File: src/rtl/fetch_unit.sv
// ---------------------------------------------------------------------------
// fetch_unit -- single-issue instruction fetch stage with an IF/ID register.
//
// The PC register drives the instruction memory address directly. The
// memory returns the instruction combinationally in the same cycle, and the
// block captures it into the IF/ID register on the next rising edge. That
// gives exactly one cycle of latency from imem_pc to the if_id_* outputs.
//
// Parameters
//   PC_WIDTH    : width of the program counter (must be >= 2)
//   INST_WIDTH  : width of an instruction word
//   RESET_PC    : first fetch address after reset
//
// Ports
//   clk            in   clock; all state updates on its rising edge
//   rst_n          in   asynchronous active-low reset
//   stall          in   downstream cannot accept; PC and IF/ID hold
//   redirect_valid in   taken branch/jump; load redirect_pc and flush IF/ID
//   redirect_pc    in   redirect target address
//   imem_pc        out  instruction memory address (straight from pc_q)
//   imem_inst      in   instruction for imem_pc, valid in the same cycle
//   if_id_valid    out  IF/ID holds a valid instruction
//   if_id_pc       out  PC of the captured instruction
//   if_id_inst     out  captured instruction
//   misalign_err   out  sticky: PC had bits [1:0] != 0; cleared by redirect
//   fsm_state      out  debug view of the FSM: 0=BOOT, 1=RUN, 2=FAULT
//
// Handshake: this stage has no valid/ready pair of its own. stall acts as
// "not ready" from downstream. When stall=1, nothing in the stage moves.
// if_id_valid qualifies if_id_pc/if_id_inst. redirect_valid is a
// single-cycle command. It is sampled on every edge and it overrides stall.
// ---------------------------------------------------------------------------
module fetch_unit #(
  parameter int unsigned                PC_WIDTH   = 32,
  parameter int unsigned                INST_WIDTH = 32,
  parameter logic [PC_WIDTH-1:0]        RESET_PC   = '0
) (
  input  logic                  clk,
  input  logic                  rst_n,
  input  logic                  stall,
  input  logic                  redirect_valid,
  input  logic [PC_WIDTH-1:0]   redirect_pc,
  output logic [PC_WIDTH-1:0]   imem_pc,
  input  logic [INST_WIDTH-1:0] imem_inst,
  output logic                  if_id_valid,
  output logic [PC_WIDTH-1:0]   if_id_pc,
  output logic [INST_WIDTH-1:0] if_id_inst,
  output logic                  misalign_err,
  output logic [1:0]            fsm_state
);

  // -------------------------------------------------------------------------
  // State encoding
  // -------------------------------------------------------------------------
  typedef enum logic [1:0] {
    ST_BOOT  = 2'd0,
    ST_RUN   = 2'd1,
    ST_FAULT = 2'd2
  } state_t;

  // PC next-value selector
  typedef enum logic [1:0] {
    PC_HOLD  = 2'd0,
    PC_INC   = 2'd1,
    PC_REDIR = 2'd2
  } pc_sel_t;

  localparam logic [PC_WIDTH-1:0] PC_STEP = PC_WIDTH'(4);

  state_t                  state_q;
  state_t                  state_d;

  logic [PC_WIDTH-1:0]     pc_q;
  logic [PC_WIDTH-1:0]     pc_inc;
  logic                    pc_misaligned;

  // Control decoded from the FSM by the output process
  pc_sel_t                 pc_sel;
  logic                    capture;     // load IF/ID from the memory
  logic                    flush;       // force if_id_valid low
  logic                    err_set;
  logic                    err_clr;

  // -------------------------------------------------------------------------
  // Datapath helpers
  // -------------------------------------------------------------------------
  // Plain modulo-2^PC_WIDTH add: wrap-around is legal and raises no flag.
  assign pc_inc        = pc_q + PC_STEP;
  assign pc_misaligned = (pc_q[1:0] != 2'b00);

  // The memory address is the PC register, with no logic in the path.
  assign imem_pc   = pc_q;
  assign fsm_state = state_q;

  // -------------------------------------------------------------------------
  // FSM process 1: state register
  // -------------------------------------------------------------------------
  always_ff @(posedge clk or negedge rst_n) begin
    if (!rst_n) begin
      state_q <= ST_BOOT;
    end else begin
      state_q <= state_d;
    end
  end

  // -------------------------------------------------------------------------
  // FSM process 2: next-state logic
  // A redirect always lands in RUN. If the target is misaligned, the
  // alignment check in RUN sends the FSM to FAULT one edge later.
  // -------------------------------------------------------------------------
  always_comb begin
    state_d = state_q;
    case (state_q)
      ST_BOOT: begin
        state_d = ST_RUN;
      end
      ST_RUN: begin
        if (redirect_valid) begin
          state_d = ST_RUN;
        end else if (stall) begin
          state_d = ST_RUN;
        end else if (pc_misaligned) begin
          state_d = ST_FAULT;
        end else begin
          state_d = ST_RUN;
        end
      end
      ST_FAULT: begin
        if (redirect_valid) begin
          state_d = ST_RUN;
        end else begin
          state_d = ST_FAULT;
        end
      end
      default: begin
        state_d = ST_BOOT;
      end
    endcase
  end

  // -------------------------------------------------------------------------
  // FSM process 3: output / control decode
  // The priority order is: redirect, then stall, then the alignment check,
  // then a normal fetch. A misaligned PC never captures. This keeps
  // whatever the memory returns for that address (possibly undriven) out of
  // the IF/ID register.
  // -------------------------------------------------------------------------
  always_comb begin
    pc_sel  = PC_HOLD;
    capture = 1'b0;
    flush   = 1'b0;
    err_set = 1'b0;
    err_clr = 1'b0;
    case (state_q)
      ST_BOOT: begin
        // This cycle lets reset release settle. No capture happens, but a
        // redirect presented now is still taken.
        flush = 1'b1;
        if (redirect_valid) begin
          pc_sel  = PC_REDIR;
          err_clr = 1'b1;
        end
      end
      ST_RUN: begin
        if (redirect_valid) begin
          pc_sel  = PC_REDIR;
          flush   = 1'b1;
          err_clr = 1'b1;
        end else if (stall) begin
          pc_sel  = PC_HOLD;
        end else if (pc_misaligned) begin
          pc_sel  = PC_HOLD;
          flush   = 1'b1;
          err_set = 1'b1;
        end else begin
          pc_sel  = PC_INC;
          capture = 1'b1;
        end
      end
      ST_FAULT: begin
        if (redirect_valid) begin
          pc_sel  = PC_REDIR;
          flush   = 1'b1;
          err_clr = 1'b1;
        end else begin
          pc_sel  = PC_HOLD;
        end
      end
      default: begin
        pc_sel  = PC_HOLD;
        flush   = 1'b1;
      end
    endcase
  end

  // -------------------------------------------------------------------------
  // PC register
  // -------------------------------------------------------------------------
  always_ff @(posedge clk or negedge rst_n) begin
    if (!rst_n) begin
      pc_q <= RESET_PC;
    end else begin
      case (pc_sel)
        PC_INC:   pc_q <= pc_inc;
        PC_REDIR: pc_q <= redirect_pc;
        default:  pc_q <= pc_q;
      endcase
    end
  end

  // -------------------------------------------------------------------------
  // IF/ID register
  // pc and inst only change on a capture. A flush clears only the valid
  // bit, so the stale payload stays visible but is not qualified.
  // -------------------------------------------------------------------------
  always_ff @(posedge clk or negedge rst_n) begin
    if (!rst_n) begin
      if_id_valid <= 1'b0;
      if_id_pc    <= '0;
      if_id_inst  <= '0;
    end else begin
      if (capture) begin
        if_id_valid <= 1'b1;
        if_id_pc    <= pc_q;
        if_id_inst  <= imem_inst;
      end else if (flush) begin
        if_id_valid <= 1'b0;
      end
    end
  end

  // -------------------------------------------------------------------------
  // Sticky misalignment flag
  // -------------------------------------------------------------------------
  always_ff @(posedge clk or negedge rst_n) begin
    if (!rst_n) begin
      misalign_err <= 1'b0;
    end else begin
      if (err_clr) begin
        misalign_err <= 1'b0;
      end else if (err_set) begin
        misalign_err <= 1'b1;
      end
    end
  end

  // -------------------------------------------------------------------------
  // Design invariants
  // -------------------------------------------------------------------------
  // A qualified instruction always comes from a word-aligned address.
  a_valid_aligned : assert property (@(posedge clk) disable iff (!rst_n)
    if_id_valid |-> (if_id_pc[1:0] == 2'b00));

  // In FAULT the flag is set and nothing is qualified.
  a_fault_outputs : assert property (@(posedge clk) disable iff (!rst_n)
    (state_q == ST_FAULT) |-> (misalign_err && !if_id_valid));

  // The FSM never reaches the unused encoding.
  a_state_legal : assert property (@(posedge clk) disable iff (!rst_n)
    state_q != 2'd3);

endmodule

File: config.mk
export PLATFORM = sky130hd
export DESIGN_NAME = fetch_unit
export DESIGN_NICKNAME = d
export VERILOG_FILES = /design/src/rtl/fetch_unit.sv
export SDC_FILE = /design/constraint.sdc
export NUM_CORES = 1
export LEC_CHECK = 0
export CORE_UTILIZATION = 50
export CTS_BUF_LIST = sky130_fd_sc_hd__clkbuf_4 sky130_fd_sc_hd__clkbuf_8
export CTS_CLUSTER_SIZE = 8
export DETAILED_ROUTE_END_ITERATION = 8
export GPL_TIMING_DRIVEN = 0
export HOLD_SLACK_MARGIN = 0.03
export PLACE_DENSITY = 0.85
export SYNTH_ARGS = -nofsm -noshare
export SYNTH_HDL_FRONTEND = slang
export SYNTH_SLANG_ARGS = --single-unit
File: constraint.sdc
create_clock -name clk -period 5.1 [get_ports clk]
set_clock_uncertainty 0.2 [all_clocks]
set_input_delay 0.765 -clock clk [delete_from_list [all_inputs] [get_ports clk]]
set_output_delay 0.765 -clock clk [all_outputs]
set_load 0.05 [all_outputs]
==> metrics.txt, run 1 <==
Setup Total Neg Slack 0 ns; most common cell in the synthesized netlist dfrtp_1; reg2reg path depth 13; Switching Share 0.510; Mapped Cells 415; CTS tree built; worst-skew pair later-pin latency 0.37 ns; multi-input logic area 2000 um^2; die width 98.5 um; IO Port Bufs 167; CTS H-tree lvls 3; Row Count 34; number of global-route vias before repair 4417; crit path DAT 4.19 ns; HPWL after detailed placement 9.60 mm; Slew @ Worst Pin 1.04 ns; Post-synth EDFFs 0; Area Growth Syn to Fin 43.7%; Slew HR 0.302; period utilization 0.810; most used cell along the critical path clkbuf_1; critical path capture point type register; via count 4183; warnings from Yosys 0; first-pass GRT wire length 21.5 mm; Pint 0.00248 W; synthesized area 4660 um^2; CTS Sinks 100; CTS Hold Bufs 0; Synth area leaders dfrtp_1, mux2_2, o21ai_0, nor2_1, nand3_1; worst path required time 5.16 ns; number of routed nets with antenna violations 0; Max-Cap Viols 0; grt total ovfl 0; worst setup path startpoint stall; post-synthesis xor/xnor area fraction 0; Reg area 2500 um^2; CP cell instances clkdlybuf4s50_1 > nand2b_1 > nand3b_1 > clkbuf_1 > clkbuf_1 > ha_1 > clkbuf_1 > inv_1 > clkbuf_1 > nor2_1 > a22oi_1 > o311ai_0; drt drc 16; cell area power density 757 nW/um^2; ANT cells 0; GRT Util Overall 0.281; Post-synth top flop dfrtp_1; Worst Hold Class in -> async; Worst R2R Setup Slack 1.13 ns; die area 9710 um^2; multiplexer share of the synthesized area 0.147; Detailed Routing Iterations Pass 1 9; most frequent cells after synthesis dfrtp_1, mux2_2, o21ai_0; Clock Path Buffers 2; Core ar. 8890 um^2; Via density 5.92; GPL Wtd Cong 0.921; Synth Area in Adders 0.0161; crit path kind in -> reg; Clk pwr share 0.105; worst-path fanout max 10; Sequential Power Share 0.285; post-synthesis area per instance 11.2 um^2; Nets 668; Fill cells 588; Synth Area in Compound Gates 0.126; Worst-path clk slew 0.10 ns; Final Hold Fails 0; CP max stage delay 0.68 ns; Max Freq 242 MHz; Seq/Total Area, Yosys 0.537; final setup fails 0; VDD IR max 0.448 mV; R2R Path Start fsm_state[1]$_DFF_PN0_; capturing point of the worst reg2reg path imem_pc[23]$_DFFE_PN0P_; CP Capture Point imem_pc[23]$_DFFE_PN0P_; Syn Nets 489; startpoint type of the worst setup path input port; RSZ-0062 raised after global routing no; boundary pin count 168; post-synthesis simple-gate area fraction 0.141; Synth top area share 0.537; status finished, violations left; setup bufs post-CTS 0; largest family of logic cells by synthesized area multiplexers; initial core utilization 0.524; Async S/R FF share, synth 1.00; share of cells above drive strength 1 0.142; Seq cells post-synth 100; Slew Viols, Final 0; failing checks design-rule violations; CP max stage cell nor2_1; pin count of the biggest net entering global routing 54; final worst path period need 4.13 ns; Detailed Route WL 13.1 mm; post-DR wirelength/cell 18.6 um; cts repair resizes 0; Comb pwr share 0.610; Leak 2.76 nW; Finished Core Util 0.753; area leader, netlist dfrtp_1; clock root buffer clkbuf_8; P_sw 0.00258 W; initial antenna violation count 0; CTS buffer count 9; Starting DRT DRC Count 254; die height 98.5 um; synth unique cells 49
stage by stage:
stage	std cells	power [W]	hold slack, ns	worst slack (ns)	area (um^2)
final	706	0.00507	0.235	0.969	6700
after global placement	690	0.00445	0.261	-0.569	6470
after floorplan	415	0.00345	0.269	1.76	4660
after CTS	706	0.00507	0.260	1.01	6700
after global routing	706	0.00530	0.291	0.618	6700
after detailed placement	691	0.00453	0.280	0.615	6490
how the worst min path moves through the flow:
stage	to	depth (start not counted)
CTS	if_id_inst[22]$_DFFE_PN0P_	1
detailed placement	if_id_pc[24]$_DFFE_PN0P_	2
floorplan	fsm_state[0]$_DFF_PN0_	0
global route	if_id_inst[22]$_DFFE_PN0P_	1
global placement	if_id_pc[24]$_DFFE_PN0P_	2
finish	if_id_inst[22]$_DFFE_PN0P_	1
layer usage:
| layer | GRT usage | up-vias | share of wire |
|---|---|---|---|
| met4 | 0.0964 | 0 | 0.015 |
| met2 | 0.482 | 262 | 0.49 |
| met1 | 0.343 | 1991 | 0.39 |
| li1 | - | 1903 | - |
| met5 | 0 | - | 0 |
| met3 | 0.0759 | 27 | 0.10 |
state kept, by name (all words and copies together) (netlist names):
| register | count |
|---|---|
| misalign_err | 1 |
| if_id_valid | 1 |
| imem_pc | 32 |
| fsm_state | 2 |
| if_id_pc | 32 |
| if_id_inst | 32 |
cell families after synthesis:
| kind of cell | count (synthesis) |
|---|---|
| AO/OA/AOI/OAI | 90 |
| adder cells (fa/ha/maj) | 6 |
| buffers and inverters | 39 |
| flip-flops | 100 |
| multiplexers | 61 |
| AND/OR/NAND/NOR | 119 |
layout by cell type, fill, tap and decap left out, types with 5 or more instances in the layout:
cell               n
and4_1             7
ha_1               6
nand3_1           17
nand4_1           12
a31oi_1            5
dfrtp_1          100
inv_1             11
nor3_1            12
nor2_1            23
a21oi_1           14
and3_1             5
mux2_2            60
o21ai_0           30
clkbuf_1          21
a22oi_1            9
clkdlybuf4s50_1  166
nand2_1           20
clkbuf_8          11
critical path: cells and delay by family:
| kind | cells | cell delay [ns] |
|---|---|---|
| AO/OA/AOI/OAI | 2 | 0.28 |
| AND/OR/NAND/NOR | 3 | 0.93 |
| adder cells (fa/ha/maj) | 1 | 0.22 |
| buffers and inverters | 6 | 1.99 |
cell type report:
class | count | area share
flip-flops and latches | 100 | 0.374
multi-input cells | 276 | 0.299
repair buffers | 168 | 0.253
clock buffers | 12 | 0.0237
well taps | 108 | 0.0202
plain buffers | 27 | 0.0161
clock inverters | 3 | 0.00691
inverters | 12 | 0.00673
power by group through the flow:
stage	Sequential (W)	Combinational, W	Clock (W)
after floorplan	0.00265	0.000798	0
after global placement	0.00143	0.00303	0
after detailed placement	0.00145	0.00308	0
after CTS	0.00144	0.00309	0.000541
after global routing	0.00149	0.00324	0.000569
final	0.00144	0.00309	0.000533
(Power assumes the default switching activity.)
==> run 2: changes to the inputs <==
--- a/config.mk
+++ b/config.mk
@@ -5,13 +5,13 @@
 export SDC_FILE = /design/constraint.sdc
 export NUM_CORES = 1
 export LEC_CHECK = 0
-export CORE_UTILIZATION = 50
+export CORE_UTILIZATION = 42
 export CTS_BUF_LIST = sky130_fd_sc_hd__clkbuf_4 sky130_fd_sc_hd__clkbuf_8
 export CTS_CLUSTER_SIZE = 8
 export DETAILED_ROUTE_END_ITERATION = 8
 export GPL_TIMING_DRIVEN = 0
 export HOLD_SLACK_MARGIN = 0.03
-export PLACE_DENSITY = 0.85
+export PLACE_DENSITY = 0.76
 export SYNTH_ARGS = -nofsm -noshare
 export SYNTH_HDL_FRONTEND = slang
 export SYNTH_SLANG_ARGS = --single-unit
==> constraint.sdc (replaced) <==
create_clock -name clk -period 3.5 [get_ports clk]
set_clock_uncertainty 0.2 [all_clocks]
set_input_delay 0.525 -clock clk [delete_from_list [all_inputs] [get_ports clk]]
set_output_delay 0.525 -clock clk [all_outputs]
set_load 0.05 [all_outputs]
==> metrics.txt, run 2 (synthesis results as in run 1) <==
status finished, final reports clean; via count 4249; Fill cells 900; Clk pwr share 0.094; GPL Wtd Cong 0.883; CTS buffer count 9; Slew @ Worst Pin 1.19 ns; initial antenna violation count 0; grt total ovfl 0; final std cells w/o fill 740; critical path capture point type register; worst-skew pair later-pin latency 0.37 ns; number of routed nets with antenna violations 0; share of cells above drive strength 1 0.153; Slew Viols, Final 0; Core ar. 10800 um^2; drt drc 0; Comb pwr share 0.618; cell area power density 1080 nW/um^2; GR peak layer met2; Via density 5.74; worst path required time 3.58 ns; M3 GR Usage 0.0521; highest-count cells in the layout ignoring fill and taps clkdlybuf4s50_1, dfrtp_1, mux2_2; GRT Util Overall 0.241; Sequential Power Share 0.287; final setup fails 0; Final Hold Fails 0; clock root buffer clkbuf_8; die height 107 um; Pint 0.00355 W; R2R Path Start fsm_state[1]$_DFF_PN0_; reg2reg path depth 10; Worst-path clk slew 0.09 ns; Slew HR 0.197; Worst Hold Class reg -> reg; CTS Sinks 100; Nets 670; Detailed Route WL 13.5 mm; Starting DRT DRC Count 315; number of global-route vias before repair 4139; M1 GR Usage 0.313; first-pass GRT wire length 21.4 mm; Leak 2.77 nW; P_sw 0.00376 W; Worst R2R Setup Slack 0.41 ns; die area 11500 um^2; hold depth 2; crit path kind reg -> reg; CTS tree built; crit path DAT 3.16 ns; Clock Path Buffers 2; RSZ-0062 raised after global routing no; capturing point of the worst reg2reg path imem_pc[4]$_DFFE_PN0P_; Max Freq 324 MHz; boundary pin count 168; Row Count 38; worst min-delay path endpoint if_id_pc[18]$_DFFE_PN0P_; ANT cells 0; initial core utilization 0.430; post-DR wirelength/cell 18.2 um; Global Route met2 Usage 0.400; final worst path period need 3.09 ns; pin count of the biggest net entering global routing 52; IO Port Bufs 167; startpoint type of the worst setup path register; Switching Share 0.515; Max-Cap Viols 0; period utilization 0.882; Detailed Routing Iterations Pass 1 5; most common cell after layout, fill and taps aside clkdlybuf4s50_1; worst-path fanout max 10; HPWL after detailed placement 9.85 mm; CTS H-tree lvls 3; Finished Core Util 0.622; DP Worst Slack -0.835 ns; Area Growth Syn to Fin 44.7%; final worst setup slack 0.415 ns; Hold Startpoint if_id_pc[18]$_DFFE_PN0P_; VDD IR max 0.575 mV; die width 107 um; Placed Instances 723
run 2: metrics by stage:
step                      total power, W  TNS [ns]  instance area (um^2)  hold slack (ns)
final                            0.00731         0                  6740            0.287
after global routing             0.00767         0                  6740            0.308
after CTS                        0.00733         0                  6730            0.292
after detailed placement         0.00662    -14.96                  6530            0.271
after global placement           0.00651   -212.35                  6510            0.261
after floorplan                  0.00503         0                  4660           0.0294
run 2: metal layers:
metal,vias up,share of wire
met5,-,0
met4,0,0.018
met3,22,0.098
met2,261,0.48
met1,2060,0.41
li1,1906,-
run 2: repair_timing:
item                                    CTS  global route
setup buffers                             0             2
cloned                                    0             0
hold buffers                              1             0
resized for setup                         5             2
endpoints found under the setup margin   27            32
hold endpoints to repair                 50             0
run 2: area by class of cell:
| type | count | area (um^2) | area share |
|---|---|---|---|
| flip-flops and latches | 100 | 2500 | 0.371 |
| multi-input cells | 276 | 2010 | 0.298 |
| well taps | 140 | 175 | 0.0260 |
| plain buffers | 26 | 109 | 0.0161 |
| inverters | 12 | 45.0 | 0.00668 |
| clock buffers | 11 | 151 | 0.0225 |
| repair buffers | 171 | 1720 | 0.255 |
| clock inverters | 4 | 25.0 | 0.00371 |
run 2: worst max-delay path, cell delays in order, from the launching register on:
cell and delay [ns]:
dfrtp_1 0.42, inv_1 0.10, ha_1 0.22, nand2b_1 0.10
nand3b_1 0.22, clkbuf_1 0.22, ha_1 0.36, clkbuf_1 0.40
clkbuf_1 0.46, o21ai_0 0.16, o21ai_0 0.12
run 2: worst max-delay path by stage:
stage,slack [ns],endpoint,depth (start not counted),start
6_report,0.41,imem_pc[4]$_DFFE_PN0P_,10,fsm_state[1]$_DFF_PN0_
5_1_grt,0.13,imem_pc[4]$_DFFE_PN0P_,10,fsm_state[1]$_DFF_PN0_
4_1_cts,0.02,imem_pc[23]$_DFFE_PN0P_,12,fsm_state[1]$_DFF_PN0_
3_5_place_dp,-0.83,imem_pc[23]$_DFFE_PN0P_,12,stall
3_3_place_gp,-1.99,if_id_inst[28]$_DFFE_PN0P_,1,rst_n
2_1_floorplan,0.16,imem_pc[23]$_DFFE_PN0P_,13,fsm_state[1]$_DFF_PN0_
run 2: power groups by stage:
| stage | Sequential, W | Clock, W | Combinational [W] |
|---|---|---|---|
| floorplan | 0.00387 | 0 | 0.00116 |
| global placement | 0.00209 | 0 | 0.00443 |
| detailed placement | 0.00213 | 0 | 0.00450 |
| CTS | 0.00210 | 0.000707 | 0.00452 |
| global route | 0.00217 | 0.000750 | 0.00474 |
| finish | 0.00210 | 0.000690 | 0.00452 |
==> run 3: changes to the inputs <==
--- a/config.mk
+++ b/config.mk
@@ -12,6 +12,7 @@
 export GPL_TIMING_DRIVEN = 0
 export HOLD_SLACK_MARGIN = 0.03
 export PLACE_DENSITY = 0.76
+export SKIP_LAST_GASP = 1
 export SYNTH_ARGS = -nofsm -noshare
 export SYNTH_HDL_FRONTEND = slang
 export SYNTH_SLANG_ARGS = --single-unit
==> results of run 3 <==
Same layout as run 2: the final DEF is identical, and so are final timing and power.
==> edit 1, RTL diff (settings of run 3) <==
Set the parameter `INST_WIDTH` to 28 (it was 32).
--- a/src/rtl/fetch_unit.sv
+++ b/src/rtl/fetch_unit.sv
@@ -33,5 +33,5 @@
 module fetch_unit #(
   parameter int unsigned                PC_WIDTH   = 32,
-  parameter int unsigned                INST_WIDTH = 32,
+  parameter int unsigned                INST_WIDTH = 28,
   parameter logic [PC_WIDTH-1:0]        RESET_PC   = '0
 ) (
Interface: changed (resized if_id_inst and imem_inst); port bits go from 168 to 160. The function was not compared with the original's and may differ.
==> edit 1 against run 3 <==
- clock power is 2% lower
- global-route usage is 0.88 points lower
- worst hold slack better by 0.00099 ns
- worst setup slack worse by 0.15 ns
- power is 3.9% lower
- sequential power is 4% lower
- final area is 2.6% lower
- synthesized area is 1.8% lower
- cell count is 2.0% lower
- wire length is 5.7% lower
- sequential cell count is 4 lower
- utilization is 0.57 points higher
==> edit 1: results (changes against run 3) <==
Peak VDD IR -> 0.669 mV (+16%)
Clock buffer depth -> 2 (unchanged)
Adder-cell share of the synthesized area -> 1.64% (+0.030 points)
Met2 WL -> 5860 um (-8.7%)
Filler cell count in the final layout -> 875 (-2.8%)
Starting DRC count in detailed routing -> 352 (+12%)
Avg Vias per Cell -> 5.66 (-1.4%)
Switch share -> 51.5% (about the same)
Total Routing Usage GR -> 23.2% (-0.88 points)
Syn nets -> 482 (-1.4%)
Share of post-route cells with drive strength above 1 -> 17.5% (+2.2 points)
H-tree depth -> 3 (unchanged)
Routed met3 length -> 1070 um (-20%)
Initial antenna violation count -> 0 (unchanged)
Crit Path Max Fanout -> 10 (unchanged)
Post-synthesis mux area share -> 15.4% (+0.71 points)
Met1 Wirelength -> 5420 um (-1.6%)
Worst EP arrival -> 3.29 ns (+0.13 ns)
Sequential fraction of the synthesis area -> 52.5% (-1.2 points)
Slew HR -> 55.6% (+36 points)
Worst setup path startpoint -> fsm_state[1]
CTS Root Cell -> clkbuf_8
Total iterations of the first detailed-routing run -> 5 (unchanged)
Most frequent cells after synthesis -> dfrtp_1 (96), mux2_2 (60), nor2_1 (27), o21ai_0 (26), nand2_1 (22)
Routed WL per cell -> 17.5 um (-3.7%)
N_diodes -> 0 (unchanged)
Placer Congestion -> 0.901 (+2.1%)
R2R setup slack -> 0.27 ns (-0.15 ns)
Area post-placement -> 6360 um^2 (-2.6%)
Crit Reg-Reg Endpoint -> imem_pc[0]
Reg2reg path depth -> 10 (unchanged)
Leakage -> 0.00265 uW (-4.1%)
Clock transition at path regs -> 0.10 ns
Synth Area in Compound Gates -> 11.5% (-1.1 points)
Post-DP HPWL -> 9380 um (-4.8%)
Top FF cell, synth -> dfrtp_1
XOR/XNOR Fraction of Synth Area -> 0% (unchanged)
Worst hold path depth -> 2 (unchanged)
Largest net degree at the start of global routing -> 51 (-1.9%)
Highest routed layer -> met4
Outcome -> complete, no violations
YS warnings -> 0 (unchanged)
Worst Hold Class -> flop to flop
Worst Hold Path EP -> if_id_pc[31]
Fin nets -> 654 (-2.4%)
Synth area leaders -> dfrtp_1 (53%), mux2_2 (15%), o21ai_0 (2.8%)
CTS Buf Count -> 9 (unchanged)
Global-route wire length before repair -> 20,300 um (-5.1%)
Netlist cell types -> 51 (+4.1%)
Hold path startpoint -> if_id_pc[31]
Async set-or-reset flop fraction in the synthesized netlist -> 100% (unchanged)
Worst-skew pair later-pin latency -> 0.37 ns (about the same)
PortBufs -> 159 (-4.8%)
Vias in the first global route -> 4,084 (-1.3%)
[edit 1: cells by family (layout without fill, tap and decap cells)]
logic type | Yosys count | in the layout
AOI/OAI and AO/OA | 80 | 80
buffers and inverters | 37 | 214
muxes | 63 | 63
DFF | 96 | 96
adders and majority gates | 6 | 6
and+or+nand+nor | 130 | 130
[edit 1: worst max-delay path, cell delays in order, from the launching register on]
cell and delay, ns:
dfrtp_1 0.41, inv_1 0.08, ha_1 0.23, nand2b_1 0.13
nand3b_1 0.19, clkbuf_1 0.35, ha_1 0.21, clkbuf_1 0.29
clkbuf_2 0.30, clkbuf_2 0.35, mux2_2 0.37
[edit 1: through the flow]
step                      utilization, %  setup TNS (ns)  hold slack (ns)  worst slack, ns  cells
after global placement              60.6         -196.03            0.264            -1.83    707
after global routing                62.8               0            0.311          0.00922    725
after floorplan                        -               0           0.0294           0.0838    412
after detailed placement            60.8          -21.91            0.270           -0.895    708
final                               62.8               0            0.288            0.266    725
after CTS                           62.7               0            0.293           0.0233    725
[edit 1: power by group through the flow]
stage	clock network (uW)	logic, uW	registers, uW
global placement	0	4250	2010
floorplan	0	1150	3710
finish	677	4320	2020
global route	746	4550	2100
detailed placement	0	4310	2040
CTS	701	4320	2020
[edit 1: metal layers]
layer	GRT usage (%)	vias up
met5	0	-
met4	10.5	0
met3	5.15	39
met2	37.0	242
met1	30.1	1949
li1	-	1874
[edit 1: timing repair]
action | in CTS | in global routing
hold buffers | 1 | 0
setup buffers | 1 | 0
endpoints found under the hold margin | 46 | 0
gates resized for setup | 1 | 10
setup endpoints to repair | 31 | 28
[edit 1: how the worst max path moves through the flow]
stage                        endpoint  slack (ns)  cells after the start
final                      imem_pc[0]        0.27                     10
after global routing       imem_pc[6]       0.009                     12
after CTS                  imem_pc[2]        0.02                     11
after detailed placement   imem_pc[0]       -0.89                     10
after global placement    if_id_pc[7]       -1.83                      1
after floorplan            imem_pc[0]        0.08                     11
[edit 1: layout make-up]
cell class                      instances  area (um^2)  share of cell area, %
Tap cell                              136          170                   2.59
Clock inverter                          7         55.1                  0.838
Sequential cell                        96         2400                   36.6
Inverter                                9         37.5                  0.572
Timing Repair Buffer                  162         1630                   24.9
Multi-Input combinational cell        279         2020                   30.8
Clock buffer                            9          124                   1.89
Buffer                                 27          124                   1.89
==> edit 2, RTL diff (settings of run 3) <==
Without the edit above. Reset style: synchronous (`rst_n`), changed in 4 clocked blocks. Comments in the files are not updated.
--- a/src/rtl/fetch_unit.sv
+++ b/src/rtl/fetch_unit.sv
@@ -96,5 +96,5 @@
   // FSM process 1: state register
   // -------------------------------------------------------------------------
-  always_ff @(posedge clk or negedge rst_n) begin
+  always_ff @(posedge clk) begin
     if (!rst_n) begin
       state_q <= ST_BOOT;
@@ -197,5 +197,5 @@
   // PC register
   // -------------------------------------------------------------------------
-  always_ff @(posedge clk or negedge rst_n) begin
+  always_ff @(posedge clk) begin
     if (!rst_n) begin
       pc_q <= RESET_PC;
@@ -214,5 +214,5 @@
   // bit, so the stale payload stays visible but is not qualified.
   // -------------------------------------------------------------------------
-  always_ff @(posedge clk or negedge rst_n) begin
+  always_ff @(posedge clk) begin
     if (!rst_n) begin
       if_id_valid <= 1'b0;
@@ -233,5 +233,5 @@
   // Sticky misalignment flag
   // -------------------------------------------------------------------------
-  always_ff @(posedge clk or negedge rst_n) begin
+  always_ff @(posedge clk) begin
     if (!rst_n) begin
       misalign_err <= 1'b0;
Formal check against the unedited RTL: differs if rst_n is asserted again (counterexample within 4 cycles, from zero or initial values and one cycle with rst_n low); with rst_n held inactive, the same outputs for 10 cycles.
==> edit 2 against run 3 <==
- worst setup slack got worse by 0.18 ns
- synthesized area rose by 1.1%
- final area rose by 0.32%
- via count rose by 17%
- sequential cell count did not move
- utilization fell by 0.076 points
- wire length rose by 12%
- sequential share of layout area fell by 7.5 points
- critical endpoint is now imem_pc[8]
Power is not compared: it rests on default switching activity, and its combinational part moved more than twofold at a synthesized area within 25%.
==> edit 2: results (changes against run 3) <==
Outcome -> complete, no violations
Synth area leaders -> dfxtp_1 (42%), nand2_1 (12%), a21boi_0 (11%)
Largest net degree at the start of global routing -> 16 (-69%)
Critical Path Max Stage Delay -> 0.50 ns (+0.04 ns)
Starting DRC count in detailed routing -> 434 (+38%)
Worst Hold Path EP -> if_id_inst[14]
Fin nets -> 817 (+22%)
Total iterations of the first detailed-routing run -> 4 (-1)
Sequential fraction of the synthesis area -> 42.5% (-11 points)
Most frequent cells after synthesis -> nand2_1 (155), dfxtp_1 (100), a21boi_0 (66), clkbuf_1 (23), nor2_1 (15)
Post-DP HPWL -> 11,100 um (+12%)
Count of non-CTS buffers in the layout -> 210 (+6.6%)
Final Instance Count excl. Fillers -> 887 (+20%)
Inverters -> 11 (-1)
Avg Vias per Cell -> 5.60 (-2.6%)
Worst EP arrival -> 3.35 ns (+0.19 ns)
Clock-cell share -> 2.96% (+0.34 points)
Multi-input combinational area share -> 36.5% (+6.7 points)
Placer Congestion -> 0.900 (+2.0%)
Hold path startpoint -> if_id_inst[14]
Crit path top cell by count -> ha_1
Met3 usage -> 5.63% (+0.42 points)
PortBufs -> 166 (-0.60%)
Data buffer area share -> 27.7% (+0.58 points)
Vias in the first global route -> 4,565 (+10%)
Routed met3 length -> 1140 um (-14%)
R2R setup slack -> 0.24 ns (-0.18 ns)
Placed Cells -> 872 (+21%)
Post-place setup slack -> -0.538 ns (+0.296 ns)
Total Routing Usage GR -> 26.6% (+2.6 points)
CP Capture Point -> imem_pc[8]
Worst r2r src -> fsm_state[0]
Filler cell count in the final layout -> 989 (+9.9%)
Min Tclk post-route -> 3.26 ns (+0.179 ns)
Met2 Usage GRT -> 42.8% (+2.9 points)
Post-Syn Instances -> 566 (+36%)
Area Growth Syn to Fin -> 43.5%
Async set-or-reset flop fraction in the synthesized netlist -> 0% (-100 points)
Register Area -> 2000 um^2 (-20%)
Hold WS -> 0.266 ns (-0.0206 ns)
Least-Margin Pin Slew -> 0.714 ns (-0.480 ns)
Top FF cell, synth -> dfxtp_1
#FFs+latches synth -> 100 (unchanged)
Comb_multi_in -> 411 (+49%)
Syn nets -> 640 (+31%)
Netlist cell types -> 58 (+18%)
Met1 Resource Use GR -> 34.6% (+3.3 points)
Met1 Wirelength -> 6440 um (+17%)
Global-route wire length before repair -> 23,800 um (+11%)
Met2 WL -> 7160 um (+12%)
WL final -> 15,100 um (+12%)
Post_cts resized -> 2 (-3)
Area post-placement -> 6550 um^2 (+0.27%)
-- edit 2: cell count changes after synthesis, sizes merged, moves of 14 or more --
cell | before | now
a21boi | 0 | 66
dfxtp | 0 | 100
mux2 | 60 | 2
dfrtp | 100 | 0
nand2 | 20 | 155
buf | 6 | 20
o21ai | 30 | 14
-- edit 2: cell families after synthesis --
group | count (synthesis) | share of synthesized area [%]
and+or+nand+nor | 240 | 23.7
muxes | 7 | 1.54
AOI/OAI and AO/OA | 158 | 25.4
adders and majority gates | 6 | 1.59
buffers and inverters | 55 | 5.28
DFF | 100 | 42.5
-- edit 2: power by group through the flow --
| stage | clock network, uW | registers [uW] | logic, uW |
|---|---|---|---|
| 2_1_floorplan | 0 | 1420 | 207 |
| 3_3_place_gp | 0 | 1270 | 603 |
| 3_5_place_dp | 0 | 1270 | 613 |
| 6_report | 769 | 1250 | 623 |
| 5_1_grt | 834 | 1260 | 659 |
| 4_1_cts | 780 | 1250 | 616 |
